$ cat src/rtl/seq_pkg.sv
// seq_pkg: shared state encoding and default pattern for the serial sequence blocks
package seq_pkg;
  typedef enum logic [1:0] {
    IDLE  = 2'b00,
    SHIFT = 2'b01,
    GAP   = 2'b10,
    DONE  = 2'b11
  } seq_state_e;
  localparam logic [3:0] SEQ_DEFAULT_PATTERN = 4'b1101;
endpackage

$ cat src/rtl/seq_down_counter.sv
// seq_down_counter: loadable down counter that saturates at zero and flags it
module seq_down_counter #(
  parameter int W = 4
) (
  input  logic         Clock,
  input  logic         Reset,
  input  logic         load,
  input  logic [W-1:0] load_val,
  input  logic         dec,
  output logic         zero
);
  logic [W-1:0] cnt_q, cnt_d;
  // load wins over decrement; decrement stops at zero so the count never wraps
  always_comb cnt_d = load ? load_val : (dec && cnt_q != '0) ? cnt_q - W'(1) : cnt_q;
  // count register
  always_ff @(posedge Clock) begin
    if (Reset) cnt_q <= '0;
    else cnt_q <= cnt_d;
  end
  assign zero = cnt_q == '0;
endmodule

$ cat src/rtl/seq_pattern_tx.sv
// seq_pattern_tx: captures a pattern on start and shifts it out MSB-first with repeats and gaps
module seq_pattern_tx
  import seq_pkg::*;
#(
  parameter int               WIDTH           = 4,
  parameter logic [WIDTH-1:0] DEFAULT_PATTERN = WIDTH'(SEQ_DEFAULT_PATTERN)
) (
  input  logic             Clock,
  input  logic             Reset,
  input  logic             start,
  input  logic             use_default,
  input  logic [WIDTH-1:0] pattern_in,
  input  logic [3:0]       repeat_cnt,
  input  logic [3:0]       gap,
  output logic             w,
  output logic             bit_valid,
  output logic             busy,
  output logic             done
);
  localparam int IW = $clog2(WIDTH);
  seq_state_e state_q, state_d;
  logic [WIDTH-1:0] shreg_q, shreg_d;
  logic [3:0] rep_q, rep_d, gap_len_q, gap_len_d;
  logic bit_load, bit_dec, bit_zero, gap_load, gap_dec, gap_zero;
  seq_down_counter #(.W(IW)) u_bit_idx (
    .Clock    (Clock),
    .Reset    (Reset),
    .load     (bit_load),
    .load_val (IW'(WIDTH - 1)),
    .dec      (bit_dec),
    .zero     (bit_zero)
  );
  seq_down_counter #(.W(4)) u_gap_ctr (
    .Clock    (Clock),
    .Reset    (Reset),
    .load     (gap_load),
    .load_val (gap_len_q - 4'd1),
    .dec      (gap_dec),
    .zero     (gap_zero)
  );
  // next state: a full rotation per frame leaves shreg holding the original pattern for the next repeat
  always_comb begin
    state_d   = state_q;
    shreg_d   = shreg_q;
    rep_d     = rep_q;
    gap_len_d = gap_len_q;
    bit_load  = 1'b0;
    bit_dec   = 1'b0;
    gap_load  = 1'b0;
    gap_dec   = 1'b0;
    case (state_q)
      IDLE: if (start) begin
        shreg_d   = use_default ? DEFAULT_PATTERN : pattern_in;
        rep_d     = repeat_cnt;
        gap_len_d = gap;
        bit_load  = 1'b1;
        state_d   = SHIFT;
      end
      SHIFT: begin
        shreg_d = {shreg_q[WIDTH-2:0], shreg_q[WIDTH-1]};
        bit_dec = 1'b1;
        if (bit_zero) begin
          if (rep_q == 4'd0) state_d = DONE;
          else if (gap_len_q == 4'd0) begin
            rep_d    = rep_q - 4'd1;
            bit_load = 1'b1;
          end else begin
            gap_load = 1'b1;
            state_d  = GAP;
          end
        end
      end
      GAP: begin
        gap_dec = 1'b1;
        if (gap_zero) begin
          rep_d    = rep_q - 4'd1;
          bit_load = 1'b1;
          state_d  = SHIFT;
        end
      end
      default: state_d = IDLE;
    endcase
  end
  // state and capture registers
  always_ff @(posedge Clock) begin
    if (Reset) begin
      state_q   <= IDLE;
      shreg_q   <= '0;
      rep_q     <= '0;
      gap_len_q <= '0;
    end else begin
      state_q   <= state_d;
      shreg_q   <= shreg_d;
      rep_q     <= rep_d;
      gap_len_q <= gap_len_d;
    end
  end
  assign w         = (state_q == SHIFT) && shreg_q[WIDTH-1];
  assign bit_valid = state_q == SHIFT;
  assign busy      = (state_q == SHIFT) || (state_q == GAP);
  assign done      = state_q == DONE;
endmodule

$ cat config.mk
export PLATFORM = sky130hd
export DESIGN_NAME = seq_pattern_tx
export DESIGN_NICKNAME = d
export VERILOG_FILES = /design/src/rtl/seq_pkg.sv /design/src/rtl/seq_down_counter.sv /design/src/rtl/seq_pattern_tx.sv
export SDC_FILE = /design/constraint.sdc
export NUM_CORES = 1
export LEC_CHECK = 0
export CORE_MARGIN = 1.5
export CORE_UTILIZATION = 25
export CTS_CLUSTER_DIAMETER = 200
export CTS_CLUSTER_SIZE = 14
export DETAILED_ROUTE_END_ITERATION = 6
export PLACE_DENSITY_LB_ADDON = 0.05
export SYNTH_ARGS = -nofsm -noshare
export SYNTH_HDL_FRONTEND = slang
export SYNTH_SLANG_ARGS = --single-unit
$ cat constraint.sdc
create_clock -name Clock -period 2.63 [get_ports Clock]
set_clock_uncertainty 0.15 [all_clocks]
set_input_delay 0.789 -clock Clock [delete_from_list [all_inputs] [get_ports Clock]]
set_output_delay 0.789 -clock Clock [all_outputs]
set_load 0.005 [all_outputs]
After elaboration in Yosys (flattened, before gate mapping)
Index checks and enable logic that the tools add are counted.
- bits in registers: 20
- bits in latches: 0
- RAM bits: 0
- ROM bits: 0
- bits of input ports: 16
- output and inout port bits: 4
- logic and storage cells: 69
- memories: 0
- add/subtract/negate cells: 4
- $mul: 0
- div/mod/pow operators: 0
- order comparisons: 0
- equal/unequal tests: 9
- shift operators: 0
- mux-type cells: 31
- bitwise gates (word level): 0
- reduce and logical (&&, ||, !) cells: 19
- operators with widths (kind ; number):
    4-bit 2-to-1 mux ; 9
    2-bit 2-to-1 mux ; 7
    4-bit zero test ; 3
    4-bit one-hot mux with 3 select lines ; 1
    4-bit by 1-bit subtractor with 4-bit output (second input constant) ; 3
    1-bit 2-to-1 mux ; 11
    4-bit one-hot mux with 2 select lines ; 1
    2-bit nonzero test ; 4
    2-bit inequality test (second input constant) ; 3
    2-bit one-hot mux with 3 select lines ; 1
    6-bit AND reduction ; 1
    2-bit == test (second input constant) ; 2
    2-bit zero test ; 2
    2-bit by 1-bit inequality test with 1-bit output (second input constant) ; 2
    2-bit AND reduction ; 2
    4-bit AND reduction ; 1
    4-bit nonzero test ; 1
    1-bit logical AND ; 3
    3-bit inequality test (second input constant) ; 1
    1-bit one-hot mux with 3 select lines ; 1
    3-bit nonzero test ; 1
    2-bit by 1-bit == test with 1-bit output (second input constant) ; 1
    2-bit by 1-bit subtractor with 2-bit output (second input constant) ; 1
    1-bit logical OR ; 1

Logic depth before layout (Yosys ltp)
Gate-level depths: netlist of the first run.
- depth in word-level cells: 6
- depth in mapped cells: 9
- mapped depth without buffers: 9

By module
From an unflattened synthesis of the first run, not the netlist that was laid out.
- cell total of the unflattened synthesis: 156
- area total of the unflattened synthesis: 1297.5 µm²
- by module, submodules not included (module ; times used ; cells an instance ; area an instance (µm²) ; sequential area each (µm²)):
    seq_pattern_tx ; 1 ; 113 ; 904.6 ; 280.3
    seq_down_counter at u_gap_ctr ; 1 ; 29 ; 266.5 ; 80.1
    seq_down_counter at u_bit_idx ; 1 ; 14 ; 126.4 ; 40.0

Least setup slack after synthesis of the first run
OpenSTA, ideal clock, no wires.
- path type: reg-to-reg
- start: register rep_q[0]
- end: register u_gap_ctr.cnt_q[2]
- setup time: 86 ps
- data arrival time: 2009 ps
- data required time: 2394 ps
- setup slack: 386 ps
- stages on the path, launching flop included: 10
- path buffers: 0
- period minus slack after synthesis: 2244 ps
- cells stage by stage: dfxtp_1 -> inv_1 -> ha_1 -> nor3b_2 -> nor3_2 -> mux2i_1 -> ha_1 -> nor3b_1 -> nor3_1 -> a211oi_1
- longest elaborated chain between the ends: 5
- elaborated cells on any way between the ends: 6
- those cells by class: 4 x mux; 2 x reduce/logical
- RTL lines (item ; line ; source):
    start: declaration ; seq_pattern_tx.sv:23 ; logic [3:0] rep_q, rep_d, gap_len_q, gap_len_d;
    start signal: assignment ; seq_pattern_tx.sv:94 ; rep_q <= rep_d;
    4-bit zero test * ; seq_pattern_tx.sv:63 ; if (rep_q == 4'd0) state_d = DONE;
    1-bit 2-to-1 mux * ; seq_pattern_tx.sv:63 ;
    1-bit 2-to-1 mux * ; seq_pattern_tx.sv:62 ; if (bit_zero) begin
    1-bit 2-to-1 mux * ; seq_pattern_tx.sv:51 ; case (state_q)
    4-bit 2-to-1 mux or 2-bit nonzero test (tied branches) ; -- ;
    end signal: assignment ; seq_down_counter.sv:18 ; else cnt_q <= cnt_d;
    end: declaration ; seq_down_counter.sv:12 ; logic [W-1:0] cnt_q, cnt_d;
Every way passes the cells marked *; elsewhere a longest branch is shown, timed or not.
A chain may end at the register's enable or synchronous reset.

Worst setup path in the final report of the first run
- start: register state_q[1]
- end: output port busy
- longest elaborated chain between the ends: 2
- elaborated cells on any way between the ends: 3
- those cells by class: 2 x eq/ne; 1 x reduce/logical
- RTL lines (item ; line ; source):
    start: declaration ; seq_pattern_tx.sv:21 ; seq_state_e state_q, state_d;
    start signal: assignment ; seq_pattern_tx.sv:92 ; state_q <= state_d;
    2-bit by 1-bit == test with 1-bit output or 2-bit == test (tied branches) ; seq_pattern_tx.sv:100 ; assign busy = (state_q == SHIFT) || (state_q == GAP);
    1-bit logical OR * ; seq_pattern_tx.sv:100 ;
    end: declaration ; seq_pattern_tx.sv:17 ; output logic busy,
Marked as above.

==> flow_summary.toml, run 1 <==
[outcome]
run_status = "completed"

[cells_and_area]
final_cell_area_um2 = 1590
n_fill_cell = 506
multi_input_area_um2 = 788
finalNetCount = 193
area_growth_pct = 31.6
regArea_um2 = 402
drive_gt1_share_pct = 13.7
utilization_pct = 33.9
fin_cells = 222
diodes = 0

[routing]
firstDrtPassIters = 4
routed_wl_um = 3180
vias = 1141
drt_iter0_markers = 42
drc = 0
avgViaCountPerCell = 5.14
wl_per_cell_um = 14.3
postRouteAntennaNets = 0

[clock_network]
cts_tree = "built"
postCtsSetupRepairBufs = 0
cts_buffer_depth = 2
cts.reportedPaths.clkPinSlew_ns = 0.08
h-tree-depth = 1
root_buffer = "clkbuf_8"
cts_made_buffers = 3
cts_hold_buf = 0
clkSinkCount = 20
insertion_delay_ns = 0.26
post_cts_resize_count = 4

[synth]
syn_inst = 142
synth_edf_count = 0
ys_ff_latch = 20
async_flop_share_pct = 0
synth_area_um2 = 1210
ys_types = 41
yosysTopAreaCell = "dfxtp_1"
yosysWarnings = 0
yosysSeqAreaShare_pct = 33.1
synthTopCellsByArea = "dfxtp_1 (33%), ha_1 (8.3%), a21oi_1 (5.0%)"
syn-num-nets = 166
avgSynthCellArea_um2 = 8.52
synth_top_area_share_pct = 33.1
synth_flop_cell = "dfxtp_1"

[timing]
max_freq_mhz = 395
slew_viol_final = 0
hold_viol = 0
rsz0062_at_grt = "false"
setup_tns_ns = 0
period_minus_slack_ns = 2.53
relSlewSlack_pct = 63.6
worst_slew_pin_slew_ns = 0.543
setup_viol = 0
finalCritPeriodShare_pct = 96.2
setup_slack_ns = 0.100

[setup_path]
cpPeakStageDelay_ns = 0.50
start_kind = "register"
slowest_stage = "clkdlybuf4s50_1"
cp.arrival_ns = 1.59
required_ns = 1.69
worstSetupPathType = "reg2out"
crit_path_max_fanout = 6
path_buf_inv = 2
path_cells = "inv_2 -> ha_4 -> clkdlybuf4s50_1"
crit_family = "buffers and inverters"
worst_setup_path_end_kind = "output port"

[floorplanning]
io-pin-count = 20
core_area_um2 = 4690
start_util_pct = 25.8
die_h_um = 72.6
rows = 25
die_w_um = 72.6
die-area_um2 = 5270

[placement]
dp.cells = 218
placed_cell_area_um2 = 1510
post-place-ws_ns = 0.162
portBuffers = 19
place_congestion = 0.807
hpwl_um = 2530

[power_and_ir_drop]
p_per_area_nw_per_um2 = 1110
vdd_drop_max_v = 0.000284
p_leak_nw = 0.599

[global_routing]
grt.total_usage_pct = 13.1
grt_max_degree = 12
antenna_found_initial = 0
grt_pass1_wl_um = 5280
grt_pass1_vias = 1132
overflow = 0

[job]
maxCapViolations = 0

[min_path]
hold_path_class = "reg2reg"
[worst paths after layout]
check | start | to | slack (ns) | cells after the start
setup / recovery | state_q[1] | busy | 0.1 | 3
hold / removal | shreg_q[3] | shreg_q[3] | 0.34 | 2
setup reg to reg | rep_q[0] | u_gap_ctr.cnt_q[2] | 0.27 | 9
hold reg to reg | shreg_q[3] | shreg_q[3] | 0.34 | 2
[metrics by stage]
stage                     total power, mW  hold WS, ns
after floorplan                      1.16        0.302
after global placement               1.46        0.328
after detailed placement             1.48        0.330
after CTS                            1.77        0.351
after global routing                 1.93        0.368
final                                1.77        0.339
[cell usage after synthesis, types with 3 or more instances]
cell type  count
a211oi_1       6
a21oi_1       12
clkbuf_1       4
dfxtp_1       20
ha_1           8
inv_1         10
mux2i_1        6
nand2_1       10
nand3_1        6
nor2_1        12
nor3_1         6
o21ai_0        4
xnor2_1        3
[report_power, final]
group          leakage [nW]  total (mW)  internal, mW  switching, mW
Sequential            0.165       0.516         0.406          0.110
Combinational         0.405        1.00         0.486          0.515
Clock                0.0288       0.248         0.134          0.115
Total                 0.599        1.77          1.03          0.740
[flip-flops by register name (all words and copies together), names as in the netlist]
name             flops
u_gap_ctr.cnt_q      4
rep_q                4
state_q              2
gap_len_q            4
u_bit_idx.cnt_q      2
shreg_q              4
[worst register-to-register path, stage by stage, from the launching register on]
cell and delay, ns:
dfxtp_1 0.37, inv_1 0.09, ha_1 0.25, nor3b_2 0.19
nor3_4 0.27, mux2i_1 0.26, ha_1 0.24, nor3b_1 0.20
nor3_1 0.06, a211oi_1 0.20
[placed cells by master (no fill, tap or decap), drive strengths merged, types with 4 or more instances in the layout]
cell           Yosys  final
a211oi             6      6
a21oi             12     12
buf                0      7
clkbuf             4      4
clkdlybuf4s50      0     19
dfxtp             20     20
ha                 8      8
inv               10     10
mux2i              6      6
nand2             10     10
nand3              7      7
nor2              12     12
nor3               7      7
o21ai              6      6
[logic make-up after synthesis]
group	synth area share (%)
muxes	4.96
xor gates and xnor gates	2.17
and+or+nand+nor	23.6
AOI/OAI and AO/OA	23.6
buffers and inverters	4.34
adders and majority gates	8.27
DFF	33.1
[area by class of cell]
class	count	area share [%]
multi-input cells	108	49.5
flip-flops and latches	20	25.2
repair buffers	26	15.2
well taps	54	4.24
clock buffers	4	3.46
inverters	10	2.36
[metal layers]
metal / track usage, % / share of wire (%)
met3: 3.47 / 2.5
met4: 5.24 / 1.2
met5: 0 / 0
met1: 15.8 / 48
met2: 22.0 / 48
Power figures use the tool's default switching activity.
==> run 2: changes to the inputs <==
--- a/config.mk
+++ b/config.mk
@@ -7,7 +7,6 @@
 export LEC_CHECK = 0
 export CORE_MARGIN = 1.5
 export CORE_UTILIZATION = 25
-export CTS_CLUSTER_DIAMETER = 200
 export CTS_CLUSTER_SIZE = 14
 export DETAILED_ROUTE_END_ITERATION = 6
 export PLACE_DENSITY_LB_ADDON = 0.05
==> results of run 2 <==
Final layout, timing and power as in run 1 (identical DEF).
==> run 3: changes to the inputs <==
--- a/config.mk
+++ b/config.mk
@@ -5,11 +5,12 @@
 export SDC_FILE = /design/constraint.sdc
 export NUM_CORES = 1
 export LEC_CHECK = 0
+export ABC_AREA = 1
 export CORE_MARGIN = 1.5
 export CORE_UTILIZATION = 25
-export CTS_CLUSTER_SIZE = 14
 export DETAILED_ROUTE_END_ITERATION = 6
 export PLACE_DENSITY_LB_ADDON = 0.05
+export RECOVER_POWER = 100
 export SYNTH_ARGS = -nofsm -noshare
 export SYNTH_HDL_FRONTEND = slang
 export SYNTH_SLANG_ARGS = --single-unit
==> run 3 against run 2 <==
  * Total power decreased by 9.4%
  * Synthesized cell count increased by 20%
  * Die area increased by 1.6%
  * Setup slack improved by 0.047 ns
  * Sequential share of layout area increased by 0.97 points
  * Sequential cell count unchanged
  * Via count decreased by 0.88%
  * Combinational power decreased by 9.9%
  * Global-route usage decreased by 1.2 points
  * Register-to-register slack improved by 0.02 ns
  * Final area decreased by 3.7%
  * Hold slack got worse by 0.020 ns
  * Critical path type unchanged
  * Largest cell class unchanged
==> flow_summary.toml, run 3 <==
[outcome]
run_status = "completed"

[clock_network]
clkSinkCount = 20
h-tree-depth = 1
insertion_delay_ns = 0.26
cts.reportedPaths.clkPinSlew_ns = 0.07
cts_tree = "built"
cts_made_buffers = 3
root_buffer = "clkbuf_8"
postCtsSetupRepairBufs = 0
cts_buffer_depth = 2

[global_routing]
gr-usage-met1_pct = 14.5
grt_util_met3_pct = 2.62
antenna_found_initial = 0
grt.busiest_layer = "met2"
grt_max_degree = 12
grt.total_usage_pct = 11.9
grt_pass1_wl_um = 4960
grtUsageMet2_pct = 20.5
grt_pass1_vias = 1132
overflow = 0

[cells_and_area]
n_fill_cell = 530
regArea_um2 = 402
final_common_cell = "nand2_1"
diodes = 0
finalNetCount = 217
drive_gt1_share_pct = 12.0
multi_input_area_um2 = 702
area_growth_pct = 24.7
layout_common_cells = "nand2_1 (27), inv_1 (26), dfxtp_1 (19), o21ai_0 (18)"

[floorplanning]
start_util_pct = 26.0
rows = 25
die-area_um2 = 5350
die_w_um = 73.1
io-pin-count = 20
core_area_um2 = 4720
die_h_um = 73.1

[placement]
portBuffers = 19
place_congestion = 0.796
hpwl_um = 2280
post-place-ws_ns = 0.277

[min_path]
holdPathStages = 2
hp-start = "shreg_q[2]"
min_to = "shreg_q[2]"
hold_path_class = "reg2reg"

[synth]
async_flop_share_pct = 0
synth_flop_cell = "dfxtp_1"
ys_ff_latch = 20
ys_types = 27
syn-num-nets = 194
yosysWarnings = 0
synthTopCellsByArea = "dfxtp_1 (33%), nand2_1 (8.2%), ha_1 (8.1%)"
yosysTopAreaCell = "dfxtp_1"
syn_inst = 170
synth_top_area_share_pct = 32.6
synth_area_um2 = 1230
ys_top_cells_by_count = "nand2_1 (27), inv_1 (25), dfxtp_1 (20)"
yosysSeqAreaShare_pct = 32.6
synth_edf_count = 0
synth_most_common_cell = "nand2_1"
avgSynthCellArea_um2 = 7.23

[routing]
firstDrtPassIters = 4
avgViaCountPerCell = 4.38
postRouteAntennaNets = 0
drt_iter0_markers = 42
drc = 0
routed_wl_um = 2780
vias = 1131
wl_per_cell_um = 10.8

[setup_path]
required_ns = 1.69
start_kind = "register"
worst_r2r_endpoint = "u_gap_ctr.cnt_q[2]"
worst_setup_path_end_kind = "output port"
slowest_stage = "clkdlybuf4s50_1"
cp.arrival_ns = 1.54
crit_path_max_fanout = 4
r2r_slack_ns = 0.29
reg2reg_depth = 14
cpPeakStageDelay_ns = 0.50
path_cells = "inv_1 -> ha_1 -> clkdlybuf4s50_1"
worstSetupPathType = "reg2out"
r2r-start = "state_q[1]"

[power_and_ir_drop]
p_per_area_nw_per_um2 = 1040
p_leak_nw = 0.665
vdd_drop_max_v = 0.000296

[timing]
setup_slack_ns = 0.147
period_minus_slack_ns = 2.48
worst_slew_pin_slew_ns = 0.608
hold_viol = 0
slew_viol_final = 0
finalCritPeriodShare_pct = 94.4
setup_viol = 0
rsz0062_at_grt = "false"
setup_tns_ns = 0
relSlewSlack_pct = 59.0
max_freq_mhz = 403

[job]
maxCapViolations = 0
==> run 3: cell types whose count changed after synthesis, sizes merged, moves of 3 or more <==
cell,before,now
mux2i,6,0
a31oi,0,3
xnor2,3,0
nor3,7,1
nand3,7,10
inv,10,27
a211oi,6,1
nand2,10,36
a21oi,12,20
nor3b,3,0
o21ai,6,20
==> run 3: per-layer routing <==
metal / wire (µm) / vias to the layer above / part of all wire (%)
li1: - / 602 / -
met1: 1260 / 508 / 45
met2: 1380 / 17 / 50
met3: 94 / 4 / 3.4
met4: 44 / 0 / 1.6
met5: 0 / - / 0
==> run 3: repair_timing <==
item                                    in CTS  in global routing
gates resized for setup                      0                  1
endpoints found under the setup margin       0                  1
hold buffers                                 0                  0
==> run 3: worst max path at each step <==
stage | from | to | slack, ns | cells past startpoint
after floorplan | state_q[1] | u_gap_ctr.cnt_q[2] | 0.72 | 14
after global placement | start | shreg_q[0] | 0.30 | 5
after detailed placement | start | shreg_q[0] | 0.28 | 5
after CTS | state_q[1] | w | 0.1 | 5
after global routing | state_q[1] | u_gap_ctr.cnt_q[2] | 0.03 | 14
final | state_q[0] | busy | 0.15 | 3
==> run 3: stage by stage <==
stage	cell area [µm²]	hold WS [ns]	std cells	util (%)	power, mW
after global placement	1500	0.309	255	31.8	1.44
after detailed placement	1500	0.311	255	31.8	1.45
final	1530	0.319	258	32.5	1.60
after global routing	1530	0.347	258	32.5	1.79
after floorplan	1230	0.295	170	-	1.21
after CTS	1540	0.324	258	32.6	1.66
==> run 3: critical path, delay by kind of cell, from the launching register on <==
family	cells	cell delay (ns)
adders and majority gates	1	0.31
buffers and inverters	2	0.60
DFF	1	0.39
==> run 3: cells by family after synthesis <==
| family | synth area share, % |
|---|---|
| AND/OR/NAND/NOR | 24.6 |
| AO/OA/AOI/OAI | 23.3 |
| buffers and inverters | 9.97 |
| flip-flops | 32.6 |
| adder cells (fa/ha/maj) | 8.14 |
| XOR/XNOR | 1.42 |
==> run 3: cell type report <==
cell class	count	area share (%)
timing repair buffer	21	13.1
inverter	27	6.77
multi-input combinational	120	45.8
sequential	20	26.2
clock buffer	3	2.69
tap	67	5.46
==> run 3: where the power goes <==
| group | switching, mW | internal (mW) | total [mW] |
|---|---|---|---|
| clock | 0.102 | 0.102 | 0.204 |
| combinational | 0.552 | 0.348 | 0.901 |
| sequential | 0.0767 | 0.419 | 0.496 |
